[src/rtl/t_ff_bank.sv]
// -----------------------------------------------------------------------------
// t_ff_bank
//   WIDTH-bit bank of T flip-flops with a run-time mode select. It can toggle
//   individual bits, count up or down modulo MOD_MAX+1, or load a value. It
//   also produces a registered terminal-count pulse, which can be used for
//   cascading counters or for generating clock enables.
//
// Parameters
//   WIDTH    number of flip-flops (1..32)
//   MOD_MAX  highest count value in the count modes (1..2**WIDTH-1)
//   RST_VAL  reset value of q (<= MOD_MAX)
//
// Ports
//   clk   in   rising-edge clock
//   rst   in   asynchronous reset, active low
//   en    in   global enable; when low, q holds and tc returns to 0
//   mode  in   00 TOGGLE, 01 UP, 10 DOWN, 11 LOAD
//   t     in   per-bit toggle mask (TOGGLE only)
//   d     in   parallel load data (LOAD only; clamped to MOD_MAX)
//   q     out  bank state
//   tc    out  registered terminal-count pulse
//   zero  out  combinational q == 0
//
// Build option
//   TFF_BANK_SAT_EN  when defined, UP and DOWN saturate at MOD_MAX and 0
//                    instead of wrapping. tc is high on every cycle in which
//                    the step is blocked.
// -----------------------------------------------------------------------------
module t_ff_bank #(
  parameter int unsigned      WIDTH   = 4,
  parameter logic [WIDTH-1:0] MOD_MAX = {WIDTH{1'b1}},
  parameter logic [WIDTH-1:0] RST_VAL = '0
) (
  input  logic             clk,
  input  logic             rst,
  input  logic             en,
  input  logic [1:0]       mode,
  input  logic [WIDTH-1:0] t,
  input  logic [WIDTH-1:0] d,
  output logic [WIDTH-1:0] q,
  output logic             tc,
  output logic             zero
);

  typedef enum logic [1:0] {
    MODE_TOGGLE = 2'b00,
    MODE_UP     = 2'b01,
    MODE_DOWN   = 2'b10,
    MODE_LOAD   = 2'b11
  } mode_e;

  logic [WIDTH-1:0] r_q;
  logic             r_tc;
  logic [WIDTH-1:0] w_q_next;
  logic             w_tc_next;

  always_comb begin
    // NOTE: every output of this block gets a default first. Any path that
    // does not assign a signal therefore keeps the default, and no latch is
    // inferred.
    w_q_next  = r_q;
    w_tc_next = 1'b0;
    if (en) begin
      unique case (mode_e'(mode))
        MODE_TOGGLE: w_q_next = r_q ^ t;
        MODE_UP: begin
          // ">=" rather than "==" so that a value above MOD_MAX, reached by
          // toggling, still re-enters the count range on the next step.
          if (r_q >= MOD_MAX) begin
`ifdef TFF_BANK_SAT_EN
            w_q_next = MOD_MAX;
`else
            w_q_next = '0;
`endif
            w_tc_next = 1'b1;
          end else begin
            w_q_next = r_q + 1'b1;
          end
        end
        MODE_DOWN: begin
          if (r_q == '0) begin
`ifdef TFF_BANK_SAT_EN
            w_q_next = '0;
`else
            w_q_next = MOD_MAX;
`endif
            w_tc_next = 1'b1;
          end else if (r_q > MOD_MAX) begin
            // Coming back into range from above is not a wrap, so tc stays 0.
            w_q_next = MOD_MAX;
          end else begin
            w_q_next = r_q - 1'b1;
          end
        end
        MODE_LOAD: w_q_next = (d > MOD_MAX) ? MOD_MAX : d;
        default:   w_q_next = r_q;
      endcase
    end
  end

  always_ff @(posedge clk or negedge rst) begin
    if (!rst) begin
      r_q  <= RST_VAL;
      r_tc <= 1'b0;
    end else begin
      // NOTE: state registers use non-blocking assignments. All flops then
      // update together from values sampled before the edge, and reads in
      // other processes cannot race with these writes.
      r_q  <= w_q_next;
      r_tc <= w_tc_next;
    end
  end

  assign q    = r_q;
  assign tc   = r_tc;
  assign zero = (r_q == '0);

endmodule

[config.mk]
export PLATFORM = sky130hd
export DESIGN_NAME = t_ff_bank
export DESIGN_NICKNAME = d
export VERILOG_FILES = /design/src/rtl/t_ff_bank.sv
export SDC_FILE = /design/constraint.sdc
export NUM_CORES = 1
export LEC_CHECK = 0
export CAP_MARGIN = 20
export CORE_AREA = 3 3 40 42
export DETAILED_ROUTE_END_ITERATION = 6
export DIE_AREA = 0 0 43 45
export GPL_ROUTABILITY_DRIVEN = 0
export PLACE_DENSITY = 0.71
export SYNTH_ARGS = -nofsm -noshare
export SYNTH_HDL_FRONTEND = slang
export SYNTH_SLANG_ARGS = --single-unit
[constraint.sdc]
create_clock -name clk -period 4.33 [get_ports clk]
set_clock_uncertainty 0.15 [all_clocks]
set_input_delay 0.6495 -clock clk [delete_from_list [all_inputs] [get_ports clk]]
set_output_delay 0.6495 -clock clk [all_outputs]
set_load 0.05 [all_outputs]
* Yosys cells after proc, flatten, opt, wreduce, memory -nomap -nowiden *
Cells that the tools add are included.
Widths: inputs -> output; s select.

storage, ports and cells
  bits of input ports = 13
  output and inout bits = 6
  register bits after elaboration = 5
  logic and storage cells = 22

cells by class
  reduce and logical (&&, ||, !) cells = 2
  magnitude comparators = 3
  equal/unequal tests = 3
  bitwise operators = 1
  muxes and demuxes = 9
  $add $sub $neg = 2

operators by type and width
  cell                 number
  $mux 4               4
  $pmux 4 s4           1
  $gt 4x4->1 const B   2
  $add 4x1->4 const B  1
  $eq 2x2->1 const B   2
  $ge 4x4->1 const B   1
  $logic_not 4->1      1
  $sub 4x1->4 const B  1
  $xor 4x4->4          1
  $mux 1               3
  $eq 2x1->1 const B   1
  $logic_not 2->1      1
  $pmux 1 s2           1

* Depth between registers and ports, before layout *
Gate-level depths: netlist (run 1).

  depth after elaboration = 4
  mapped depth = 6

* Least setup slack after synthesis (run 1) *
Ideal clock, no wire load.

  path type = reg2out
  start point = register r_q[0] (netlist: q[0])
  end point = output port zero
  path slack = 2152 ps
  required time = 3530 ps
  stages on the path, launching flop included = 4
  arrival = 1378 ps
  cells stage by stage = dfrtp_1 -> inv_1 -> ha_1 -> and2_1

between the ends
  longest elaborated chain between the ends = 1

ends and longest elaborated chain
  element                   RTL line  text
  start: declaration        52        logic [WIDTH-1:0] r_q;
  start signal: assignment  109       r_q <= w_q_next;
  $logic_not 4->1           116       assign zero = (r_q == '0);
  end: declaration          42        output logic zero

No other way between the ends.

* Final worst setup path (run 1) *
Same ends and word-level chain as after synthesis.

==> results of run 1 <==
-- cell usage in the layout (no fill, tap or decap), drive strengths merged --
cell / instances
a21o: 2
a21oi: 7
a221oi: 1
a22o: 2
a22oi: 3
a32o: 1
and2: 1
and4: 1
clkbuf: 4
clkdlybuf4s50: 18
dfrtp: 5
ha: 6
inv: 9
mux2i: 1
nand2: 4
nand3: 2
nand4: 1
nor2: 1
nor3: 2
o2111a: 1
o2111ai: 1
o21ai: 4
o22ai: 1
xnor2: 3
-- routing by layer --
metal | up-vias | track usage [%] | routed length (um)
met5 | - | 0 | 0
met4 | 0 | 8.43 | 16
met3 | 2 | 3.19 | 129
met2 | 27 | 19.5 | 495
met1 | 224 | 16.5 | 506
li1 | 262 | - | -
-- flip-flops by register name (all words and copies together) (netlist names) --
signal and cells:
q 4, tc 1
-- how the worst max path moves through the flow --
stage,cells past startpoint,end,from,slack [ns]
final,4,zero,q[0],1.58
after global routing,4,zero,q[0],1.49
after CTS,4,zero,q[0],1.56
after detailed placement,4,zero,q[0],1.83
after global placement,4,zero,q[0],1.84
after floorplan,3,zero,q[0],2.15
-- kinds of logic (layout without fill, tap and decap cells) --
| group | after synthesis | after routing |
|---|---|---|
| buffers and inverters | 11 | 31 |
| XOR/XNOR | 3 | 3 |
| multiplexers | 1 | 1 |
| adder cells (fa/ha/maj) | 6 | 6 |
| AND/OR/NAND/NOR | 12 | 12 |
| AO/OA/AOI/OAI | 23 | 23 |
| flip-flops | 5 | 5 |
-- area by class of cell --
class                   instances  area (um^2)  share of cell area [%]
multi-input cells              45          340                    47.0
inverters                       9         33.8                    4.66
flip-flops and latches          5          125                    17.3
well taps                      15         18.8                    2.59
repair buffers                 18          180                    24.9
clock buffers                   4         26.3                    3.63
-- critical path: stages (launching register included) --
cell and delay, ns:
dfrtp_1 0.47, inv_1 0.09, ha_1 0.20, and2_1 0.15
clkdlybuf4s50_1 0.79
-- power by group through the flow --
stage,Sequential [mW],Combinational [mW],Clock (mW)
final,0.0756,0.131,0.0534
after global routing,0.0780,0.141,0.0587
after CTS,0.0752,0.132,0.0557
after detailed placement,0.0759,0.131,0
after global placement,0.0756,0.131,0
after floorplan,0.0938,0.0755,0
==> out/results.ini, run 1 <==
[critical_path]
cp_max_fo = 9
path_class = reg2out
r2r_start = q[0]
start_kind = flip-flop
arrival_ns = 1.95
reg2regPathDepth = 5
timing.rr.end = q[3]
end_kind = output pin
crit_required_ns = 3.53
r2r_slack_ns = 2.64

[die]
num_rows = 13
die_h_um = 45
start_util_pct = 40.1
die_area_um2 = 1940
ios = 19
die_x_um = 43
core_um2 = 1280

[final_layout]
fin_util_pct = 56.4
fin_area_um2 = 724
area_growth_syn_to_layout_pct = 40.5
drive_above_1_share_pct = 8.64
fin_cells = 96
finalNetCount = 101
diodes = 0
fill_cells = 124

[timing]
hold_viol_final = 0
holdWs_ns = 0.483
slew_viol_final = 0
fmax_mhz = 364
maxSlewHeadroom_pct = 66.8
fin_ws_ns = 1.58
rsz0062_at_grt = no
tns_ns = 0
min_period_over_period_pct = 63.5
setup_viol_count_final = 0
fin_crit_ns = 2.75
tightest_slew_ns = 0.496

[logic_synthesis]
synth_top_area_cell = dfrtp_1
synth_xor_area_share_pct = 5.10
yosysTopAreaCellShare_pct = 24.3
yosys.cell_count.top_type = inv_1
async_flop_share_pct = 100
synthTopCellsByArea = dfrtp_1, ha_1, a21oi_1
synth_compound_area_share_pct = 31.8
synth.distinct_cells = 28
ys_ff_latch = 5
synth_area_per_cell_um2 = 8.45
yosys.area_share.simple_pct = 12.6
ys_top_cells_by_count = inv_1, a21oi_1, ha_1
synth_warnings = 0
synth_ff_type = dfrtp_1
synth-edff-count = 0
netlist_instances = 61
synth_mux_area_share_pct = 1.94
synth_top_family_by_area = compound AO/OA/AOI/OAI gates
synth_fa_ha_area_share_pct = 14.6
synth_nets = 80
syn-cell-area_um2 = 515
synth-seq-area-share_pct = 24.3

[global_routing]
grtUsageTotal_pct = 12.9
grt_pass1_vias = 425
antenna_found_initial = 0
grt_pass1_wl_mm = 1.86
grt_start_max_net_pins = 11
overflow = 0

[route]
dr.pass1.iters = 4
drt_iter0_drc = 10
final_antenna_net_count = 0
routed_wl_mm = 1.15
drc = 0
dr_total_vias = 515
viasPerCell = 5.36
detail_route.wl_per_cell_um = 12.0

[clocking]
ctsHoldBuffers = 0
postCtsSetupBuffers = 0
clkSlewWorstSetupHoldPaths_ns = 0.04
clk_path_buf_depth = 2
cts_resized = 0
cts_tree = done
cts_htree_levels = 1
cts.sinks = 5
cts-buffers-inserted = 3
worst_skew_pair.late_latency_ns = 0.24
cts_root_buf = clkbuf_4

[place]
port_buffers = 18
postPlaceCellArea_um2 = 698
hpwl_um = 955
dp_cells = 92
pre_cts_slack_ns = 1.83

[power]
intPower_mw = 0.149
clkPwrFrac_pct = 20.5
power_mw = 0.260
netSwitchingPower_mw = 0.111
power_leakage_nw = 0.311
comb_power_share_pct = 50.4
powerDensity_nw_per_um2 = 359
seq_power_share_pct = 29.1
ir_drop_mv = 0.133
switching_share_pct = 42.6

[worst_hold_path]
hold_path_class = in2async

[status]
outcome = finished clean

[run]
cap_violations = 0

Note: power is estimated with default switching activity, not from simulation.
==> run 2, diff against run 1 <==
--- a/config.mk
+++ b/config.mk
@@ -6,11 +6,11 @@
 export NUM_CORES = 1
 export LEC_CHECK = 0
 export CAP_MARGIN = 20
-export CORE_AREA = 3 3 40 42
+export CORE_MARGIN = 3
+export CORE_UTILIZATION = 38
 export DETAILED_ROUTE_END_ITERATION = 6
-export DIE_AREA = 0 0 43 45
 export GPL_ROUTABILITY_DRIVEN = 0
-export PLACE_DENSITY = 0.71
+export PLACE_DENSITY = 0.73
 export SYNTH_ARGS = -nofsm -noshare
 export SYNTH_HDL_FRONTEND = slang
 export SYNTH_SLANG_ARGS = --single-unit
==> constraint.sdc (replaced) <==
create_clock -name clk -period 2.33 [get_ports clk]
set_clock_uncertainty 0.15 [all_clocks]
set_input_delay 0.3495 -clock clk [delete_from_list [all_inputs] [get_ports clk]]
set_output_delay 0.3495 -clock clk [all_outputs]
set_load 0.05 [all_outputs]
==> run 2 against run 1 <==
Compared with the run above:
- sequential power grew 80%
- die area fell by 5.2%
- global-route usage is 2.8 points higher
- worst hold slack worse by 0.30 ns
- combinational power is 99% higher
- sequential share of layout area fell by 0.089 points
- largest power group unchanged
- highest routed layer is now met3
==> out/results.ini, run 2 (same netlist as run 1, synthesis figures left out) <==
[clocking]
cts.sinks = 5
clkSlewWorstSetupHoldPaths_ns = 0.04
cts_tree = done
worst_skew_pair.late_latency_ns = 0.24
cts-buffers-inserted = 3
clk_path_buf_depth = 2
postCtsSetupBuffers = 0
cts_root_buf = clkbuf_4
ctsHoldBuffers = 0
cts_resized = 0
cts_htree_levels = 1

[place]
hpwl_mm = 1.07
port_buffers = 18
postPlaceCellArea_um2 = 702
dp_cells = 92
pre_cts_slack_ns = 0.322

[route]
detail_route.wl_per_cell_um = 13.7
dr.pass1.iters = 4
drc = 0
drt_iter0_drc = 14
dr_total_vias = 557
viasPerCell = 5.80
routed_wl_mm = 1.31
final_antenna_net_count = 0

[critical_path]
start_kind = flip-flop
reg2regPathDepth = 6
end_kind = output pin
cp_num_buf_inv = 1
cp_max_fo = 10
crit_required_ns = 1.83
worst-path-stages = 1
path_delay_family = buffers and inverters
cpMaxStageDelayCell = clkdlybuf4s50_1
arrival_ns = 1.64
path_cells = clkdlybuf4s50_1
cp_slowest_stage_delay_ns = 0.87
path_class = reg2out

[timing]
fmax_mhz = 467
hold_viol_final = 0
holdWs_ns = 0.179
fin_crit_ns = 2.14
fin_ws_ns = 0.190
tns_ns = 0
slew_viol_final = 0
maxSlewHeadroom_pct = 67.1
rsz0062_at_grt = no
setup_viol_count_final = 0
min_period_over_period_pct = 91.8
tightest_slew_ns = 0.492

[global_routing]
overflow = 0
antenna_found_initial = 0
grt_pass1_wl_mm = 2.19
grtUsageTotal_pct = 15.7
grt_pass1_vias = 498
grt_start_max_net_pins = 11

[final_layout]
diodes = 0
fin_util_pct = 61.4
area_growth_syn_to_layout_pct = 41.3
final_cell_mix = clkdlybuf4s50_1, inv_1, a21oi_1
drive_above_1_share_pct = 11.0
fin_cells = 96
largest_reg_flops = 4
fill_cells = 116
finalNetCount = 102
fin_area_um2 = 728
layout_commonest_cell = clkdlybuf4s50_1

[die]
start_util_pct = 43.5
die_area_um2 = 1830
die_h_um = 42.8
ios = 19
die_x_um = 42.8
core_um2 = 1190
num_rows = 12

[power]
comb_power_share_pct = 52.8
ir_drop_mv = 0.229
intPower_mw = 0.281
seq_power_share_pct = 27.5
power_mw = 0.494
netSwitchingPower_mw = 0.213
switching_share_pct = 43.2
powerDensity_nw_per_um2 = 678
power_leakage_nw = 0.318
clkPwrFrac_pct = 19.7

[status]
outcome = finished clean

[worst_hold_path]
hold_path_class = in2async

[run]
cap_violations = 0

run 2: path summary, 6_finish.rpt:
kind,from,end,slack [ns]
max,q[2],q[2],0.19
min,rst,q[0],0.18
max reg2reg,q[0],q[3],0.57
min reg2reg,q[0],q[0],0.55
max in group asynchronous,rst,tc,1.67
min in group clk,q[0],q[0],0.55
run 2: metal layers:
layer | share of wire, % | routed length (um) | track usage (%)
met1 | 40 | 528 | 19.5
met2 | 50 | 657 | 26.0
met3 | 9.6 | 126 | 3.81
met4 | 0 | 0 | 5.59
met5 | 0 | 0 | 0
run 2: cell type report:
| class | count | area [um^2] | area share, % |
|---|---|---|---|
| clock buffer | 4 | 26.3 | 3.61 |
| inverter | 9 | 33.8 | 4.64 |
| multi-input combinational | 45 | 340 | 46.7 |
| sequential | 5 | 125 | 17.2 |
| tap | 14 | 17.5 | 2.41 |
| timing repair buffer | 19 | 185 | 25.4 |
run 2: power groups by stage:
stage	sequential (mW)	combinational (mW)	clock (mW)
floorplan	0.174	0.140	0
global placement	0.136	0.259	0
detailed placement	0.136	0.260	0
CTS	0.135	0.261	0.100
global route	0.139	0.280	0.110
finish	0.136	0.261	0.0974
==> run 3, diff against run 2 <==
--- a/config.mk
+++ b/config.mk
@@ -6,7 +6,6 @@
 export NUM_CORES = 1
 export LEC_CHECK = 0
 export CAP_MARGIN = 20
-export CORE_MARGIN = 3
 export CORE_UTILIZATION = 38
 export DETAILED_ROUTE_END_ITERATION = 6
 export GPL_ROUTABILITY_DRIVEN = 0
==> run 3 against run 2 <==
Compared with the run above:
- setup slack lost 0.011 ns
- register-to-register slack gained 0.04 ns
- first-iteration DRC count grew 14%
- combinational power shrank 6%
- non-clock buffer count shrank 1
- sequential power grew 4%
- global-route usage grew 5.7 points
- critical endpoint unchanged
- largest power group unchanged
- highest routed layer is now met4
==> out/results.ini, run 3 (same netlist as run 1, synthesis figures left out) <==
[route]
detail_route.wl_per_cell_um = 13.0
final_antenna_net_count = 0
drt_iter0_drc = 16
viasPerCell = 5.68
dr_total_vias = 540
dr.pass1.iters = 4
routed_wl_mm = 1.24
drc = 0

[critical_path]
reg2regPathDepth = 5
r2r_slack_ns = 0.61
cp_max_fo = 10
cp_slowest_stage_delay_ns = 0.87
path_delay_family = buffers and inverters
r2r_start = q[0]
arrival_ns = 1.65
worst-path-stages = 1
end_kind = output pin
path_cells = clkdlybuf4s50_1
start_kind = flip-flop
cpMaxStageDelayCell = clkdlybuf4s50_1
timing.rr.end = q[0]
crit_required_ns = 1.83
cp-startpoint = q[2]
cp_num_buf_inv = 1
path_class = reg2out
cp-endpoint = q[2]

[timing]
maxSlewHeadroom_pct = 67.4
fin_ws_ns = 0.180
fmax_mhz = 465
slew_viol_final = 0
rsz0062_at_grt = no
hold_viol_final = 0
fin_crit_ns = 2.15
setup_viol_count_final = 0
tns_ns = 0
min_period_over_period_pct = 92.3
tightest_slew_ns = 0.487

[power]
power_leakage_nw = 0.313
power_mw = 0.495
ir_drop_mv = 0.264
powerDensity_nw_per_um2 = 686

[final_layout]
finalNetCount = 101
fill_cells = 117
layout.area.seq_um2 = 125
area_growth_syn_to_layout_pct = 39.8
largest_reg_flops = 4
multi_input_area_um2 = 340
layout_commonest_cell = clkdlybuf4s50_1
final_cell_mix = clkdlybuf4s50_1, inv_1, a21oi_1
fin_util_pct = 60.8
diodes = 0
drive_above_1_share_pct = 9.88

[status]
outcome = finished clean

[place]
pre_cts_slack_ns = 0.273
hpwl_um = 957
port_buffers = 18

[global_routing]
grt_pass1_vias = 513
grt_pass1_wl_mm = 2.12
antenna_found_initial = 0
grt_start_max_net_pins = 11
grtUsageTotal_pct = 21.5
overflow = 0

[clocking]
cts_tree = done
cts.sinks = 5
cts_resized = 0
clk_path_buf_depth = 2
cts_root_buf = clkbuf_4
clkSlewWorstSetupHoldPaths_ns = 0.05
cts-buffers-inserted = 3
cts_htree_levels = 1
worst_skew_pair.late_latency_ns = 0.26
postCtsSetupBuffers = 0
ctsHoldBuffers = 0

[die]
num_rows = 12
start_util_pct = 43.5
core_um2 = 1190
die_x_um = 38.8
die_area_um2 = 1510
ios = 19
die_h_um = 38.8

[worst_hold_path]
hold_path_class = in2async

[run]
cap_violations = 0

-- run 3: changes by cell type in the layout (fill, tap and decap cells not counted), sizes merged --
cell	previous run	this run
buf	2	1
-- run 3: final cells by class --
class | count | share of cell area, %
Timing Repair Buffer | 18 | 24.7
Clock buffer | 4 | 3.65
Sequential cell | 5 | 17.4
Multi-Input combinational cell | 45 | 47.2
Inverter | 9 | 4.69
Tap cell | 14 | 2.43
-- run 3: worst min-delay path by stage --
stage	from	endpoint	slack (ns)	cells after the start
2_1_floorplan	rst	q[0]	-0.1	0
3_3_place_gp	rst	q[3]	0.43	1
3_5_place_dp	rst	q[3]	0.43	1
4_1_cts	rst	q[3]	0.15	1
5_1_grt	rst	tc	0.16	1
6_report	rst	tc	0.15	1
-- run 3: layer usage --
layer / GRT usage [%] / up-vias / share of wire, %
met3: 5.78 / 3 / 6.9
li1: - / 262 / -
met4: 13.8 / 0 / 1.9
met2: 32.9 / 26 / 51
met1: 26.1 / 249 / 40
met5: 0 / - / 0
-- run 3: metrics by stage --
stage | hold WS [ns] | instances | cell area (um^2)
6_report | 0.153 | 95 | 721
5_1_grt | 0.164 | 95 | 721
4_1_cts | 0.154 | 95 | 721
3_5_place_dp | 0.427 | 91 | 694
3_3_place_gp | 0.429 | 91 | 694
2_1_floorplan | -0.0961 | 61 | 515
-- run 3: where the power goes --
part	switching, mW	leakage, nW	internal (mW)	total, mW
combinational	0.137	0.236	0.110	0.246
clock	0.0412	0.0150	0.0651	0.106
sequential	0.0402	0.0623	0.102	0.142
